**config.mk**
```make
export PLATFORM = sky130hd
export DESIGN_NAME = dac_frame_sequencer
export DESIGN_NICKNAME = d
export VERILOG_FILES = /design/src/rtl/dac_frame_sequencer.sv
export SDC_FILE = /design/constraint.sdc
export NUM_CORES = 1
export LEC_CHECK = 0
export ABC_AREA = 1
export BUFFER_PORTS_ARGS = -buffer_cell sky130_fd_sc_hd__buf_2
export CORE_MARGIN = 2
export CORE_UTILIZATION = 25
export CTS_CLUSTER_DIAMETER = 120
export CTS_CLUSTER_SIZE = 28
export DETAILED_ROUTE_END_ITERATION = 10
export PLACE_DENSITY = 0.47
export SLEW_MARGIN = 5
export SYNTH_ARGS = -nofsm -noshare
export SYNTH_HDL_FRONTEND = slang
export SYNTH_SLANG_ARGS = --single-unit
```
**constraint.sdc**
```tcl
create_clock -name i_clk -period 4.2 [get_ports i_clk]
set_clock_uncertainty 0.15 [all_clocks]
set_input_delay 0.42 -clock i_clk [delete_from_list [all_inputs] [get_ports i_clk]]
set_output_delay 0.42 -clock i_clk [all_outputs]
set_load 0.02 [all_outputs]
```
**src/rtl/dac_frame_sequencer.sv**
```systemverilog
// -----------------------------------------------------------------------------
// dac_frame_sequencer
//   Buffers 8-bit telemetry words in a small FIFO and replays them to one
//   8-bit DAC channel, one word per word-rate strobe. Also generates the
//   frame-base marker aligned to word 0 of every frame.
//
//   Optional feature macro: DAC_TESTPATTERN_EN
//     When defined, adds i_test_en. While it is high in RUN, the DAC is
//     driven with the low 8 bits of the word counter (a ramp) instead of
//     FIFO data. The FIFO is still popped and underruns are still counted.
//
// Ports
//   i_clk            system clock
//   i_rst_n          asynchronous active-low reset
//   i_word_stb       1-cycle word-rate enable
//   i_wr_en          write strobe, one word per cycle
//   i_wr_data[7:0]   word to enqueue
//   i_test_en        ramp test pattern select (DAC_TESTPATTERN_EN only)
//   o_wr_full        FIFO full; writes while full are dropped
//   o_fill           FIFO occupancy, 0..2**FIFO_AW
//   o_dac_data[7:0]  registered DAC data bus
//   o_dac_clk        DAC latch clock
//   o_frame_mark     frame-base marker
//   o_overflow       sticky dropped-write flag
//   o_underrun_cnt   saturating count of IDLE_CODE substitutions
// -----------------------------------------------------------------------------
module dac_frame_sequencer #(
  parameter int         FIFO_AW     = 4,
  parameter int         FRAME_WORDS = 64,
  parameter int         MARK_WORDS  = 1,
  parameter logic [7:0] IDLE_CODE   = 8'h80,
  parameter int         CLK_DLY     = 2,
  parameter int         CLK_HI      = 4
) (
  input  logic               i_clk,
  input  logic               i_rst_n,
  input  logic               i_word_stb,
  input  logic               i_wr_en,
  input  logic [7:0]         i_wr_data,
`ifdef DAC_TESTPATTERN_EN
  input  logic               i_test_en,
`endif
  output logic               o_wr_full,
  output logic [FIFO_AW:0]   o_fill,
  output logic [7:0]         o_dac_data,
  output logic               o_dac_clk,
  output logic               o_frame_mark,
  output logic               o_overflow,
  output logic [7:0]         o_underrun_cnt
);

  localparam int DEPTH = 2 ** FIFO_AW;
  localparam int WC_W  = (FRAME_WORDS > 1) ? $clog2(FRAME_WORDS) : 1;
  localparam int PH_W  = $clog2(CLK_DLY + CLK_HI + 1);

  localparam logic [FIFO_AW:0] FILL_FULL = (FIFO_AW + 1)'(DEPTH);
  localparam logic [FIFO_AW:0] FILL_HALF = (FIFO_AW + 1)'(DEPTH / 2);
  localparam logic [WC_W-1:0]  WC_LAST   = WC_W'(FRAME_WORDS - 1);
  localparam logic [PH_W-1:0]  PH_DLY    = PH_W'(CLK_DLY);
  localparam logic [PH_W-1:0]  PH_END    = PH_W'(CLK_DLY + CLK_HI);

  typedef enum logic [1:0] {
    S_IDLE = 2'd0,
    S_SYNC = 2'd1,
    S_RUN  = 2'd2
  } state_t;

  function automatic logic [7:0] sat_inc8(input logic [7:0] v);
    return (v == 8'hFF) ? v : v + 8'd1;
  endfunction

`ifdef DAC_TESTPATTERN_EN
  function automatic logic [7:0] ramp_code(input logic [WC_W-1:0] c);
    logic [31:0] t;
    t = 32'(c);
    return t[7:0];
  endfunction
`endif

  state_t              r_state, w_state_nxt;
  logic [7:0]          r_mem [DEPTH];
  logic [FIFO_AW-1:0]  r_wptr, r_rptr;
  logic [FIFO_AW:0]    r_fill;
  logic                r_overflow;
  logic [7:0]          r_underrun;
  logic [WC_W-1:0]     r_word_cnt;
  logic [7:0]          r_dac_data;
  logic                r_frame_mark;
  logic                r_dac_clk;
  logic                r_pulse_act;
  logic [PH_W-1:0]     r_phase;

  logic                w_empty, w_full, w_proc, w_pop, w_push;
  logic [WC_W-1:0]     w_cnt_cur, w_cnt_nxt;
  logic [7:0]          w_word;
  logic [PH_W-1:0]     w_phase_nxt;

  assign w_empty = (r_fill == '0);
  assign w_full  = (r_fill == FILL_FULL);
  // Any strobe outside IDLE emits a word: SYNC handles word 0 on its strobe.
  assign w_proc  = i_word_stb && (r_state != S_IDLE);
  assign w_pop   = w_proc && !w_empty;
  // A write while full is dropped even if a pop frees a slot this cycle.
  assign w_push  = i_wr_en && !w_full;

  // SYNC forces the frame to start at word 0.
  assign w_cnt_cur = (r_state == S_SYNC) ? '0 : r_word_cnt;
  assign w_cnt_nxt = (w_cnt_cur == WC_LAST) ? '0 : w_cnt_cur + 1'b1;

  always_comb begin
    w_word = w_empty ? IDLE_CODE : r_mem[r_rptr];
`ifdef DAC_TESTPATTERN_EN
    if (i_test_en) w_word = ramp_code(w_cnt_cur);
`endif
  end

  assign w_phase_nxt = r_phase + 1'b1;

  // FSM state register
  always_ff @(posedge i_clk or negedge i_rst_n) begin
    if (!i_rst_n) r_state <= S_IDLE;
    else          r_state <= w_state_nxt;
  end

  always_comb begin
    w_state_nxt = r_state;
    case (r_state)
      S_IDLE:  if (r_fill >= FILL_HALF) w_state_nxt = S_SYNC;
      S_SYNC:  if (i_word_stb)          w_state_nxt = S_RUN;
      S_RUN:   w_state_nxt = S_RUN;
      default: w_state_nxt = S_IDLE;
    endcase
  end

  // FIFO storage: contents are don't-care until written, so no reset.
  always_ff @(posedge i_clk) begin
    if (w_push) r_mem[r_wptr] <= i_wr_data;
  end

  // FIFO pointers, occupancy and overflow flag
  always_ff @(posedge i_clk or negedge i_rst_n) begin
    if (!i_rst_n) begin
      r_wptr     <= '0;
      r_rptr     <= '0;
      r_fill     <= '0;
      r_overflow <= 1'b0;
    end else begin
      if (w_push) r_wptr <= r_wptr + 1'b1;
      if (w_pop)  r_rptr <= r_rptr + 1'b1;
      case ({w_push, w_pop})
        2'b10:   r_fill <= r_fill + 1'b1;
        2'b01:   r_fill <= r_fill - 1'b1;
        default: r_fill <= r_fill;
      endcase
      if (i_wr_en && w_full) r_overflow <= 1'b1;
    end
  end

  // Word output stage: data, marker, counters update on the processed strobe
  always_ff @(posedge i_clk or negedge i_rst_n) begin
    if (!i_rst_n) begin
      r_dac_data   <= IDLE_CODE;
      r_frame_mark <= 1'b0;
      r_word_cnt   <= '0;
      r_underrun   <= 8'd0;
    end else if (w_proc) begin
      r_dac_data   <= w_word;
      r_frame_mark <= (int'(w_cnt_cur) < MARK_WORDS);
      r_word_cnt   <= w_cnt_nxt;
      if (w_empty) r_underrun <= sat_inc8(r_underrun);
    end
  end

  // DAC clock pulse: r_phase counts cycles since the data update; a new
  // strobe restarts the pulse and drops the clock on the update edge.
  always_ff @(posedge i_clk or negedge i_rst_n) begin
    if (!i_rst_n) begin
      r_dac_clk   <= 1'b0;
      r_pulse_act <= 1'b0;
      r_phase     <= '0;
    end else if (w_proc) begin
      r_dac_clk   <= 1'b0;
      r_pulse_act <= 1'b1;
      r_phase     <= '0;
    end else if (r_pulse_act) begin
      r_phase     <= w_phase_nxt;
      r_dac_clk   <= (w_phase_nxt >= PH_DLY) && (w_phase_nxt < PH_END);
      r_pulse_act <= (w_phase_nxt < PH_END);
    end
  end

  assign o_wr_full      = w_full;
  assign o_fill         = r_fill;
  assign o_dac_data     = r_dac_data;
  assign o_dac_clk      = r_dac_clk;
  assign o_frame_mark   = r_frame_mark;
  assign o_overflow     = r_overflow;
  assign o_underrun_cnt = r_underrun;

endmodule

```
==> flow_summary.toml, run 1 <==
[synthesis]
syn_inst = 750
synth_edf_count = 128
synth_nets = 777
synth_area_per_cell_um2 = 10.2
async_reset_ff_share_pct = 25.6
ys_warn_count = 0
ys_seq_area_share_pct = 64.4
synth_flop_cell = "edfxtp_1"
syn_area_mm2 = 0.00768
ys_ff_latch = 172
synth.distinct_cells = 37

[route]
routedWlPerCell_um = 15.1
drt_iter0_markers = 374
drc_errors = 0
vias = 4993
dr.pass1.iters = 4
via_per_inst = 4.20
wirelength_um = 17900
ant_nets = 0

[worst_setup_path]
crit_slowest_cell = "dfrtp_1"
worstPathMaxFanout = 17
crit_top_cell = "inv_1"
path_cells = "inv_1 -> ha_1 -> inv_1 -> nand2_2 -> inv_1 -> nand2_1 -> inv_1 -> ha_1 -> xor2_1 -> ha_1 -> a21oi_1 -> inv_1 -> nand3_1 -> nand3_1 -> nand2_1 -> nand2_1 -> nand2_1"
crit_required_ns = 4.38
cp-end-kind = "flip-flop"
worstPathArrival_ns = 3.41
max_stage_delay_ns = 0.37
r2r-start = "r_state[0]"
r2r_slack_ns = 0.97
critPathLaunchType = "flip-flop"
crit_start = "r_state[0]"
r2r_end = "o_fill[4]"
worstSetupPathType = "reg -> reg"
reg2regPathDepth = 17

[global_routing]
grt_max_degree = 62
grt_pass1_wl_um = 28400
grtUsageTotal_pct = 11.9
grt_pass1_vias = 4935
overflow = 0
antenna_found_initial = 0

[cells_and_area]
layout_commonest_cell = "nand2_1"
n_fill_cell = 3187
drive_gt1_share_pct = 11.5
area_growth_pct = 14.6
nets = 807
antenna_cells = 0
final_cell_mix = "267 x nand2_1, 128 x edfxtp_1, 76 x nand3_1, 60 x inv_1, 51 x nor2_1"

[clocking]
ctsHoldBuffers = 0
cts_root_buffer = "clkbuf_16"
insertion_delay_ns = 0.44
cts_setup_buffers = 0
clock_path_buffers = 2
cts_buffers = 17
cts_resized = 0
cts_tree = "built"
clkSlewWorstSetupHoldPaths_ns = 0.08
clock_sinks = 172
htree_levels = 4

[timing]
totalNegativeSetupSlack_ns = 0
fmax_mhz = 309
final_hold_viol_count = 5
worst-slew-pin-transition_ns = 1.03
drv_slew = 0
setup_viol_count_final = 0
fin_crit_sh_pct = 77.0
fin_crit_ns = 3.23
hold-worst-slack_ns = -0.00627
slew_headroom_pct = 31.5
rsz0062_at_grt = "false"

[power_and_ir_drop]
leakage_nw = 3.70
power_density_mw_per_mm2 = 669
ir_drop_uv = 260

[die]
initial_core_util_pct = 25.2
rows = 64
pin_count = 37
dieArea_mm2 = 0.0321
core_area_mm2 = 0.0304
die-width_um = 179
die_y_um = 179

[min_path]
min_path_type = "in -> async"

[run_status]
status = "finished, violations left"
violations = "negative hold slack"

[placement]
place_congestion = 0.751
port_buffers = 36
post-dp-hpwl_um = 11000

[job]
drv_cap = 0
report_power, final:
part	switching, mW	internal [mW]	leakage (nW)
registers	0.219	2.12	1.70
clock network	0.766	0.804	0.292
logic	1.38	0.599	1.71
metal layers:
metal  global-route usage (%)  part of all wire, %
met5                        0                    0
met2                     20.3                   51
met1                     15.0                   45
met4                     4.07                  1.4
met3                     2.16                  2.3
flip-flops by register name (all words and copies together) (netlist names):
name and count:
r_state 2, r_wptr 4, o_underrun_cnt 8, o_frame_mark 1, r_mem 128, r_phase 3, o_dac_data 8, o_dac_clk 1
o_overflow 1, r_rptr 4, r_word_cnt 6, r_pulse_act 1, o_fill 5
metrics by stage:
stage / std cells / cell area (um^2) / power, mW / setup WS, ns / util [%]
3_5_place_dp: 1157 / 8200 / 4.40 / 0.981 / 26.9
3_3_place_gp: 1157 / 8200 / 4.40 / 1.03 / 26.9
5_1_grt: 1189 / 8800 / 6.32 / 0.567 / 28.9
2_1_floorplan: 750 / 7680 / 3.80 / 1.73 / -
4_1_cts: 1189 / 8800 / 5.99 / 0.961 / 28.9
6_report: 1189 / 8800 / 5.89 / 0.967 / 28.9
area by class of cell:
class,instances,area [um^2],share of cell area [%]
sequential,172,4950,56.2
multi-input combinational,485,2310,26.2
tap,396,495,5.63
clock buffer,17,425,4.83
inverter,65,246,2.80
timing repair buffer,39,203,2.30
clock inverter,15,179,2.03
kinds of logic (layout without fill, tap and decap cells):
| logic type | count (synthesis) | after routing | synth area share [%] |
|---|---|---|---|
| AOI/OAI and AO/OA | 40 | 40 | 3.13 |
| xor gates and xnor gates | 21 | 21 | 2.39 |
| adders and majority gates | 15 | 15 | 2.44 |
| buffers and inverters | 93 | 136 | 5.54 |
| DFF | 172 | 172 | 64.4 |
| and+or+nand+nor | 409 | 409 | 22.1 |
worst max-delay path by stage:
stage | endpoint | slack (ns) | cells past startpoint
after global routing | o_fill[4] | 0.57 | 18
final | o_fill[4] | 0.97 | 17
after floorplan | o_fill[4] | 1.73 | 19
after CTS | o_fill[4] | 0.96 | 18
after detailed placement | o_fill[4] | 0.98 | 18
after global placement | o_fill[4] | 1.03 | 18
cell usage after synthesis (all sizes together) (3+ instances only):
cell	count	area, um^2
o211ai	4	50.1
xor2	12	105
ha	15	188
buf	25	166
clkbuf	3	12.5
xnor2	9	78.8
dfrtp	43	1080
inv	63	239
nor2	54	220
nand3	78	400
edfxtp	128	3840
nand2	269	1010
o21ai	28	140
a21oi	4	20.0
critical path: cells and delay by family, from the launching register on:
family | cells | cell delay, ns
AO/OA/AOI/OAI | 1 | 0.04
XOR/XNOR | 1 | 0.23
adder cells (fa/ha/maj) | 3 | 0.73
buffers and inverters | 5 | 0.88
flip-flops | 1 | 0.37
AND/OR/NAND/NOR | 7 | 0.73
No activity file was read; power rests on OpenSTA's default activity.
==> run 2: changes to the inputs <==
Clock period 4.2 ns to 3.1 ns, I/O delays scaled along.
==> flow_summary.toml, run 2 (synthesis gave the netlist of run 1 again) <==
[clocking]
cts_tree = "built"
clock_sinks = 172
htree_levels = 4
insertion_delay_ns = 0.44
cts_resized = 0
cts_root_buffer = "clkbuf_16"
cts_buffers = 17
clkSlewWorstSetupHoldPaths_ns = 0.07
clock_path_buffers = 2

[route]
vias = 4976
ant_nets = 0
via_per_inst = 4.12
dr.pass1.iters = 5
wirelength_um = 17800
drc_errors = 0
routedWlPerCell_um = 14.7
drt_iter0_markers = 314

[run_status]
status = "finished clean"

[die]
die-width_um = 179
dieArea_mm2 = 0.0321
die_y_um = 179
initial_core_util_pct = 25.2
pin_count = 37
rows = 64
core_area_mm2 = 0.0304

[cells_and_area]
antenna_cells = 0
largest_register = "r_mem"
area_growth_pct = 16.0
drive_gt1_share_pct = 13.1
stdcell_area_mm2 = 0.00891
final_cell_mix = "267 x nand2_1, 128 x edfxtp_1, 76 x nand3_1, 60 x inv_1, 51 x nor2_1"
final_core_util_pct = 29.3
layout_commonest_cell = "nand2_1"
n_fill_cell = 3198
largest_reg_flops = 128
nets = 825

[worst_setup_path]
worstSetupPathType = "reg -> reg"
critPathLaunchType = "flip-flop"
crit_top_cell = "nand2_1"
crit_required_ns = 3.27
critPathBufInv = 5
max_stage_delay_ns = 0.37
cp-end-kind = "flip-flop"
path_cells = "inv_1 -> ha_1 -> inv_1 -> nand2_2 -> inv_1 -> nand2_1 -> inv_1 -> ha_1 -> xor2_1 -> ha_1 -> a21oi_1 -> inv_1 -> nand3_1 -> nand2_1 -> nand2_1 -> nand2_1 -> nand2_1 -> nand2_1"
worstPathArrival_ns = 2.53
worstPathMaxFanout = 5
crit_slowest_cell = "dfrtp_1"
critPathTopFamily = "adder cells"

[global_routing]
grt_max_degree = 37
overflow = 0
antenna_found_initial = 0
grt_pass1_vias = 4874
grt_pass1_wl_um = 28300
grtUsageTotal_pct = 11.8

[timing]
rsz0062_at_grt = "false"
worst-slew-pin-transition_ns = 0.748
fin_crit_ns = 2.36
totalNegativeSetupSlack_ns = 0
slew_headroom_pct = 50.1
fmax_mhz = 424
setup_viol_count_final = 0
fin_crit_sh_pct = 76.0
final_hold_viol_count = 0
drv_slew = 0

[power_and_ir_drop]
p_sw_share_pct = 39.8
p_switching_mw = 3.17
leakage_nw = 3.77
power_frac_comb_pct = 34.8
ir_drop_uv = 369
clkPwrFrac_pct = 25.8
power_density_mw_per_mm2 = 895
power_frac_seq_pct = 39.4
p_int_mw = 4.80

[placement]
post-dp-hpwl_um = 11500
dpl_cell_area_mm2 = 0.00833
port_buffers = 36
place_congestion = 0.806

[job]
drv_cap = 0

[min_path]
min_path_type = "in -> reg"
-- run 2: changes by cell type in the layout (fill, tap and decap cells not counted), sizes merged --
cell	previous run	this run
inv	69	72
buf	39	55
clkinv	10	5
dlygate4sd3	0	2
clkinvlp	1	2
clkbuf	17	18
-- run 2: layer usage --
metal | wire length (um) | vias up | track usage [%]
met3 | 389 | 23 | 1.95
met1 | 8830 | 2333 | 16.4
li1 | - | 2550 | -
met2 | 8170 | 70 | 18.1
met5 | 0 | - | 0
met4 | 408 | 0 | 5.21
-- run 2: timing repair --
item | in CTS | in global routing
setup endpoints to repair | 0 | 0
hold buffers | 2 | 0
setup buffers | 0 | 0
hold endpoints to repair | 22 | 0
-- run 2: power by group through the flow --
stage	clock network [mW]	logic, mW	registers [mW]
detailed placement	0	2.80	3.20
global route	2.20	3.16	3.19
finish	2.06	2.77	3.14
floorplan	0	1.91	3.24
global placement	0	2.82	3.19
CTS	2.11	2.82	3.15
-- run 2: path summary, 6_finish.rpt --
path | startpoint | to | slack [ns] | depth (start not counted)
worst max-delay path | r_state[0] | o_fill[4] | 0.74 | 18
worst min-delay path | i_word_stb | r_state[1] | 0.14 | 4
worst max register to register | r_state[0] | o_fill[4] | 0.74 | 18
worst min register to register | o_overflow | o_overflow | 0.31 | 1
max in group asynchronous | i_rst_n | o_dac_data[7] | 1.78 | 3
min in group asynchronous | i_rst_n | o_underrun_cnt[4] | 0.24 | 2
-- run 2: worst min-delay path, delay by kind of cell --
family / cells / cell delay, ns
AOI/OAI and AO/OA: 2 / 0.15
buffers and inverters: 1 / 0.11
and+or+nand+nor: 1 / 0.10
-- run 2: final cells by class --
cell class / count / area, um^2 / area share [%]
Clock inverter: 14 / 126 / 1.42
Timing Repair Buffer: 57 / 355 / 3.99
Inverter: 65 / 246 / 2.77
Tap cell: 396 / 495 / 5.56
Sequential cell: 172 / 4950 / 55.5
Multi-Input combinational cell: 485 / 2310 / 25.9
Clock buffer: 18 / 429 / 4.82
-- run 2: through the flow --
stage | total power, mW | std cells | worst slack, ns | hold WS [ns]
6_report | 7.98 | 1207 | 0.743 | 0.139
5_1_grt | 8.54 | 1207 | 0.417 | 0.129
4_1_cts | 8.09 | 1207 | 0.703 | 0.113
3_5_place_dp | 6.00 | 1173 | 0.718 | 0.182
3_3_place_gp | 6.01 | 1173 | 0.733 | 0.180
2_1_floorplan | 5.15 | 750 | 0.635 | -0.136
